$ cat src/rtl/adder_arbiter_pkg.sv
// adder_arb_pkg: shared defaults and the issue-tag type for the adder arbiter
package adder_arb_pkg;
    localparam int W_DEF   = 8;
    localparam int N_DEF   = 4;
    localparam int LAT_DEF = 2;
    localparam int IDW     = $clog2(N_DEF);
    typedef struct packed {
        logic           vld;
        logic [IDW-1:0] id;
    } tag_t;
endpackage

$ cat src/rtl/adder_arbiter_if.sv
// adder_arbiter_if: requester channels plus the shared-adder operand/sum bus
interface adder_arbiter_if import adder_arb_pkg::*; #(
    parameter int W = W_DEF,
    parameter int N = N_DEF
);
    logic [N-1:0]       req_valid_i;
    logic [N-1:0]       req_ready_o;
    logic [N*W-1:0]     req_a_i;
    logic [N*W-1:0]     req_b_i;
    logic [N-1:0]       rsp_valid_o;
    logic [N-1:0]       rsp_ready_i;
    logic [N*(W+1)-1:0] rsp_sum_o;
    logic [W-1:0]       add_a_o;
    logic [W-1:0]       add_b_o;
    logic [W:0]         add_sum_i;
    modport slave (
        input  req_valid_i, req_a_i, req_b_i, rsp_ready_i, add_sum_i,
        output req_ready_o, rsp_valid_o, rsp_sum_o, add_a_o, add_b_o
    );
    modport master (
        output req_valid_i, req_a_i, req_b_i, rsp_ready_i, add_sum_i,
        input  req_ready_o, rsp_valid_o, rsp_sum_o, add_a_o, add_b_o
    );
endinterface

$ cat src/rtl/adder_arbiter_rr.sv
// rr_arbiter: round-robin pick of the first request at or after ptr, with next pointer
module rr_arbiter #(
    parameter int N = 4
) (
    input  logic [N-1:0]         req_i,
    input  logic [$clog2(N)-1:0] ptr_i,
    output logic [N-1:0]         gnt_o,
    output logic [$clog2(N)-1:0] id_o,
    output logic                 any_o,
    output logic [$clog2(N)-1:0] ptr_o
);
    localparam int PW = $clog2(N);
    always_comb begin
        gnt_o = '0;
        id_o  = '0;
        any_o = 1'b0;
        for (int k = 0; k < N; k++) begin
            if (!any_o && req_i[(int'(ptr_i) + k) % N]) begin
                any_o = 1'b1;
                id_o  = PW'((int'(ptr_i) + k) % N);
            end
        end
        gnt_o[id_o] = any_o;
        ptr_o = any_o ? PW'((int'(id_o) + 1) % N) : ptr_i;
    end
endmodule

$ cat src/rtl/adder_arbiter.sv
// adder_arbiter: round-robin sharing of one registered adder between N requesters
module adder_arbiter import adder_arb_pkg::*; #(
    parameter int W   = W_DEF,
    parameter int N   = N_DEF,
    parameter int LAT = LAT_DEF
) (
    input logic          clk,
    input logic          reset,
    adder_arbiter_if.slave bus
);
    localparam int PW = $clog2(N);
    logic [PW-1:0]      ptr_q, ptr_d, gnt_id;
    logic [N-1:0]       busy_q, busy_d, rsp_valid_q, rsp_valid_d, elig, gnt, consume;
    logic [N*(W+1)-1:0] rsp_sum_q, rsp_sum_d;
    logic               gnt_any;
    tag_t               tag_q [LAT];
    tag_t               last;
    // Nothing is granted while reset is held, so no issue can leak out of that cycle.
    assign elig = reset ? '0 : bus.req_valid_i & ~busy_q;
    rr_arbiter #(.N(N)) u_rr (
        .req_i (elig),
        .ptr_i (ptr_q),
        .gnt_o (gnt),
        .id_o  (gnt_id),
        .any_o (gnt_any),
        .ptr_o (ptr_d)
    );
    assign bus.req_ready_o = gnt;
    assign bus.add_a_o     = gnt_any ? bus.req_a_i[int'(gnt_id)*W +: W] : '0;
    assign bus.add_b_o     = gnt_any ? bus.req_b_i[int'(gnt_id)*W +: W] : '0;
    assign bus.rsp_valid_o = rsp_valid_q;
    assign bus.rsp_sum_o   = rsp_sum_q;
    assign last            = tag_q[LAT-1];
    assign consume         = rsp_valid_q & bus.rsp_ready_i;
    always_comb begin
        busy_d      = (busy_q | gnt) & ~consume;
        rsp_valid_d = rsp_valid_q & ~consume;
        rsp_sum_d   = rsp_sum_q;
        if (last.vld) begin
            rsp_valid_d[last.id]                      = 1'b1;
            rsp_sum_d[int'(last.id)*(W+1) +: W+1] = bus.add_sum_i;
        end
    end
    always_ff @(posedge clk) begin
        if (reset) begin
            ptr_q       <= '0;
            busy_q      <= '0;
            rsp_valid_q <= '0;
            rsp_sum_q   <= '0;
            for (int s = 0; s < LAT; s++) tag_q[s] <= '0;
        end else begin
            ptr_q       <= ptr_d;
            busy_q      <= busy_d;
            rsp_valid_q <= rsp_valid_d;
            rsp_sum_q   <= rsp_sum_d;
            tag_q[0]    <= '{vld: gnt_any, id: IDW'(gnt_id)};
            for (int s = 1; s < LAT; s++) tag_q[s] <= tag_q[s-1];
        end
    end
endmodule
$ cat src/flat_wrapper.sv
// flat-port wrapper written by rule: the top's interface ports become plain ports
module adder_arbiter_flat import adder_arb_pkg::*;
#(
    parameter int W   = W_DEF,
    parameter int N   = N_DEF,
    parameter int LAT = LAT_DEF
)
  (clk, reset, bus_req_valid_i, bus_req_a_i, bus_req_b_i, bus_rsp_ready_i, bus_add_sum_i, bus_req_ready_o, bus_rsp_valid_o, bus_rsp_sum_o, bus_add_a_o, bus_add_b_o);
  adder_arbiter_if #(.W(W), .N(N)) bus_i ();
  input logic clk;
  input logic reset;
  input wire logic [$bits(bus_i.req_valid_i)-1:0] bus_req_valid_i;
  input wire logic [$bits(bus_i.req_a_i)-1:0] bus_req_a_i;
  input wire logic [$bits(bus_i.req_b_i)-1:0] bus_req_b_i;
  input wire logic [$bits(bus_i.rsp_ready_i)-1:0] bus_rsp_ready_i;
  input wire logic [$bits(bus_i.add_sum_i)-1:0] bus_add_sum_i;
  output wire logic [$bits(bus_i.req_ready_o)-1:0] bus_req_ready_o;
  output wire logic [$bits(bus_i.rsp_valid_o)-1:0] bus_rsp_valid_o;
  output wire logic [$bits(bus_i.rsp_sum_o)-1:0] bus_rsp_sum_o;
  output wire logic [$bits(bus_i.add_a_o)-1:0] bus_add_a_o;
  output wire logic [$bits(bus_i.add_b_o)-1:0] bus_add_b_o;
  assign bus_i.req_valid_i = bus_req_valid_i;
  assign bus_i.req_a_i = bus_req_a_i;
  assign bus_i.req_b_i = bus_req_b_i;
  assign bus_i.rsp_ready_i = bus_rsp_ready_i;
  assign bus_i.add_sum_i = bus_add_sum_i;
  assign bus_req_ready_o = bus_i.req_ready_o;
  assign bus_rsp_valid_o = bus_i.rsp_valid_o;
  assign bus_rsp_sum_o = bus_i.rsp_sum_o;
  assign bus_add_a_o = bus_i.add_a_o;
  assign bus_add_b_o = bus_i.add_b_o;
  adder_arbiter #(.W(W), .N(N), .LAT(LAT)) u_core (.clk(clk), .reset(reset), .bus(bus_i));
endmodule
$ cat config.mk
export PLATFORM = sky130hd
export DESIGN_NAME = adder_arbiter_flat
export DESIGN_NICKNAME = d
export VERILOG_FILES = /design/src/rtl/adder_arbiter_pkg.sv /design/src/rtl/adder_arbiter_if.sv /design/src/rtl/adder_arbiter_rr.sv /design/src/rtl/adder_arbiter.sv /design/src/flat_wrapper.sv
export SDC_FILE = /design/constraint.sdc
export NUM_CORES = 1
export LEC_CHECK = 0
export CORE_MARGIN = 4
export CORE_UTILIZATION = 42
export CTS_CLUSTER_SIZE = 16
export DETAILED_ROUTE_END_ITERATION = 8
export PLACE_DENSITY = 0.86
export SETUP_SLACK_MARGIN = 0.4
export SLEW_MARGIN = 20
export SYNTH_ARGS = -nofsm -noshare
export SYNTH_HDL_FRONTEND = slang
export SYNTH_HIERARCHICAL = 1
export SYNTH_SLANG_ARGS = --single-unit
$ cat constraint.sdc
create_clock -name clk -period 9.6 [get_ports clk]
set_input_delay 2.88 -clock clk [delete_from_list [all_inputs] [get_ports clk]]
set_output_delay 2.88 -clock clk [all_outputs]
set_load 0.02 [all_outputs]
==> results_tabular.tex <==
\begin{tabular}{lr}
\hline
Metric & Value \\
\hline
\multicolumn{2}{l}{\textbf{Outcome}} \\
\quad Outcome & completed \\
\multicolumn{2}{l}{\textbf{Clock network}} \\
\quad Clk sink count & 52 \\
\quad Source-to-sink clock delay at the later pin of the worst-skew pair & 0.30 ns \\
\quad Number of hold buffers added after cts & 0 \\
\quad Clock root cell & sky130\_fd\_sc\_hd\_\_clkbuf\_8 \\
\quad Largest buffer count on any clock path & 2 \\
\quad Deepest level of the CTS H-tree & 2 \\
\quad CTS tree & built \\
\quad Number of buffers created by CTS & 5 \\
\quad Clock slew seen by the registers of the worst setup and hold paths & 0.09 ns \\
\multicolumn{2}{l}{\textbf{Cells and area}} \\
\quad Layout overhead on the synthesized area & 58.39\% \\
\quad Non-filler instance count after layout & 453 \\
\quad Inserted Diodes & 0 \\
\quad Total Nets Final & 472 \\
\quad Share of final-layout standard cells stronger than drive strength 1 & 5.291\% \\
\multicolumn{2}{l}{\textbf{Critical path}} \\
\quad Required time worst endpoint & 6.72 ns \\
\quad Highest fanout seen on the critical path & 16 \\
\quad Start-to-end type of the worst setup path & primary input to primary output \\
\quad Worst Setup Start Kind & primary input \\
\quad Data arrival time of the critical path & 6.08 ns \\
\quad Crit path top cell by count & sky130\_fd\_sc\_hd\_\_clkdlybuf4s50\_1 \\
\quad Worst path slowest cell & sky130\_fd\_sc\_hd\_\_clkdlybuf4s50\_1 \\
\quad Type of destination of the critical path & primary output \\
\quad Largest stage delay, worst path & 0.66 ns \\
\quad Cell Chain, Critical Path & clkdlybuf4s50\_1 -> nor3b\_1 -> nand2\_1 -> and2\_1 -> o21a\_1 -> nand2b\_1 -> o22ai\_1 -> clkdlybuf4s50\_1 \\
\multicolumn{2}{l}{\textbf{GRT}} \\
\quad GRT Overall Usage & 21.17\% \\
\quad Residual overflow from global routing & 0 \\
\quad Vias in the first global route & 2569 \\
\quad Antenna violations before repair & 0 \\
\quad First-pass GRT wire length & 12.41 mm \\
\quad Pin count of the biggest net entering global routing & 36 \\
\multicolumn{2}{l}{\textbf{Detailed routing}} \\
\quad Total wire length after detailed routing & 7.988 mm \\
\quad Number of vias in the routed layout & 2458 \\
\quad Post-DR vias/cell & 5.426 \\
\quad Remaining design rule violation count & 0 \\
\quad Detail Route Antenna Nets & 0 \\
\quad Pre-antenna DRT Iters & 4 \\
\quad Initial detailed-routing violation count & 94 \\
\quad Routed len/inst & 17.63 um \\
\multicolumn{2}{l}{\textbf{Logic synthesis}} \\
\quad Sequential cell area fraction in the yosys report & 40.02\% \\
\quad Number of enable-type register cells in the synthesized netlist & 0 \\
\quad Instance count of the mapped netlist & 243 \\
\quad Total number of yosys warnings & 6 \\
\quad Flops \& latches, synth & 52 \\
\quad Post-synth design cell area & 0.002601 mm2 \\
\quad Post-synthesis net count & 338 \\
\quad Flip-flop cell with the highest count after synthesis & sky130\_fd\_sc\_hd\_\_dfxtp\_1 \\
\quad Number of distinct library cells after synthesis & 31 \\
\quad Post-synthesis area per instance & 10.70 um2 \\
\quad Share of synthesized flip-flops with an asynchronous set or reset & 0\% \\
\multicolumn{2}{l}{\textbf{Floorplanning}} \\
\quad Die Y & 86.70 um \\
\quad I/O pin count & 143 \\
\quad Die footprint & 0.007517 mm2 \\
\quad Site row count & 28 \\
\quad Initial Util & 43.68\% \\
\quad Core area & 0.005956 mm2 \\
\quad Chip width & 86.70 um \\
\multicolumn{2}{l}{\textbf{STA}} \\
\quad Setup Total Neg Slack & 0 ns \\
\quad Highest achievable clock rate & 111.7 MHz \\
\quad Skew final & 0.005389 ns \\
\quad Worst-Margin Slew & 0.7175 ns \\
\quad Final-report setup violation count & 0 \\
\quad Count of endpoints failing hold in the final timing report & 0 \\
\quad Final worst path period share & 93.29\% \\
\quad Final critical delay including setup and external delays & 8.956 ns \\
\quad Final Slew Violations & 0 \\
\quad Hold slack final & 0.4409 ns \\
\quad Worst relative slew slack & 52.06\% \\
\quad Setup repair after global routing missed its margin & no \\
\multicolumn{2}{l}{\textbf{Placement}} \\
\quad Placer congestion estimate & 0.8198 \\
\quad Number of placed instances, taps included & 445 \\
\quad Count of input and output buffers & 142 \\
\quad Sum of net half-perimeters after detailed placement & 6.403 mm \\
\multicolumn{2}{l}{\textbf{Power}} \\
\quad Leakage power & 1.521 nW \\
\quad Highest ir drop seen on vdd & 70.94 uV \\
\quad Power density cells & 133.8 mW/mm2 \\
\multicolumn{2}{l}{\textbf{Hold path}} \\
\quad Worst hold-check path type & flip-flop to flip-flop \\
\multicolumn{2}{l}{\textbf{Job}} \\
\quad Max-Cap Viols & 0 \\
\hline
\end{tabular}
[where the power goes]
group	switching [mW]	internal [mW]
clock	0.0740	0.0536
sequential	0.00645	0.223
combinational	0.0915	0.102
total	0.172	0.379
[layout by cell type, fill, tap and decap left out, types with 6 or more instances in the layout]
master | synthesis | layout
sky130_fd_sc_hd__ha_1 | 12 | 12
sky130_fd_sc_hd__mux2i_1 | 32 | 32
sky130_fd_sc_hd__nor2b_1 | 18 | 18
sky130_fd_sc_hd__clkdlybuf4s50_1 | 0 | 142
sky130_fd_sc_hd__a32o_1 | 27 | 27
sky130_fd_sc_hd__a21oi_1 | 6 | 6
sky130_fd_sc_hd__nand2_1 | 6 | 6
sky130_fd_sc_hd__dfxtp_1 | 52 | 52
sky130_fd_sc_hd__a22o_1 | 9 | 9
sky130_fd_sc_hd__o22ai_1 | 17 | 17
[worst paths after layout]
check	startpoint	to	slack, ns	cells after the start
setup / recovery	reset	bus_add_a_o[0]	0.64	8
hold / removal	u_core/tag_q[0][0]	u_core/tag_q[0][3]	0.44	1
setup reg to reg	u_core/busy_q[0]	u_core/ptr_q[1]	7.05	7
hold reg to reg	u_core/tag_q[0][0]	u_core/tag_q[0][3]	0.44	1
[layout make-up]
class                      count  area (um2)
fill                         502        1836
clock inverter                 3       27.53
inverter                       4       15.01
tap                           75       93.84
multi-input combinational    169        1430
timing repair buffer         145        1444
sequential                    52        1041
clock buffer                   5       68.82
[synth_stat cells, types with 5 or more instances]
master                      n  area (um2)
sky130_fd_sc_hd__a21oi_1    6       30.03
sky130_fd_sc_hd__a22o_1     9       78.83
sky130_fd_sc_hd__a32o_1    27       270.3
sky130_fd_sc_hd__and2b_1    5       37.54
sky130_fd_sc_hd__buf_2      5       25.02
sky130_fd_sc_hd__dfxtp_1   52        1041
sky130_fd_sc_hd__ha_1      12       150.1
sky130_fd_sc_hd__mux2i_1   32       320.3
sky130_fd_sc_hd__nand2_1    6       22.52
sky130_fd_sc_hd__nand2b_1   5       31.28
sky130_fd_sc_hd__nor2_1     5       18.77
sky130_fd_sc_hd__nor2b_1   18       112.6
sky130_fd_sc_hd__o22ai_1   17       106.4
[cells by family after synthesis]
kind of cell	share of synthesized area (%)
compound gates	23.28
flops	40.02
simple gates	12.17
mux	13.47
buf+inv	5.291
fa+ha+maj	5.772
[state kept, by name, indices dropped and copies added (netlist names)]
| register | flops |
|---|---|
| u_core/busy_q | 4 |
| u_core/bus.rsp_sum_o | 36 |
| u_core/tag_q | 6 |
| u_core/bus.rsp_valid_o | 4 |
| u_core/ptr_q | 2 |
[per-layer routing]
metal	share of wire (%)	global-route usage [%]	wire [um]
met2	52	40.40	4125
met1	37	21.05	2930
met5	0	0	0
met4	2.3	7.507	184
met3	9.4	7.129	749
[through the flow]
step | area (um2) | util (%) | total power [mW] | setup slack [ns]
2_1_floorplan | 2601 | - | 0.3425 | 1.591
3_3_place_gp | 4016 | 67.44 | 0.4248 | 0.7363
3_5_place_dp | 4016 | 67.44 | 0.4288 | 0.5990
4_1_cts | 4113 | 69.05 | 0.5562 | 0.6137
5_1_grt | 4120 | 69.18 | 0.5804 | 0.4233
6_report | 4120 | 69.18 | 0.5514 | 0.6441
[critical path, delay by kind of cell]
| family | cells | cell delay (ns) |
|---|---|---|
| simple gates | 4 | 1.46 |
| buf+inv | 2 | 1.14 |
| compound gates | 2 | 0.58 |
[timing repair]
item,in CTS,in global routing
setup buffers,0,0
endpoints found under the setup margin,0,9
resized for setup,0,1
No activity file was read; power rests on OpenSTA's default activity.
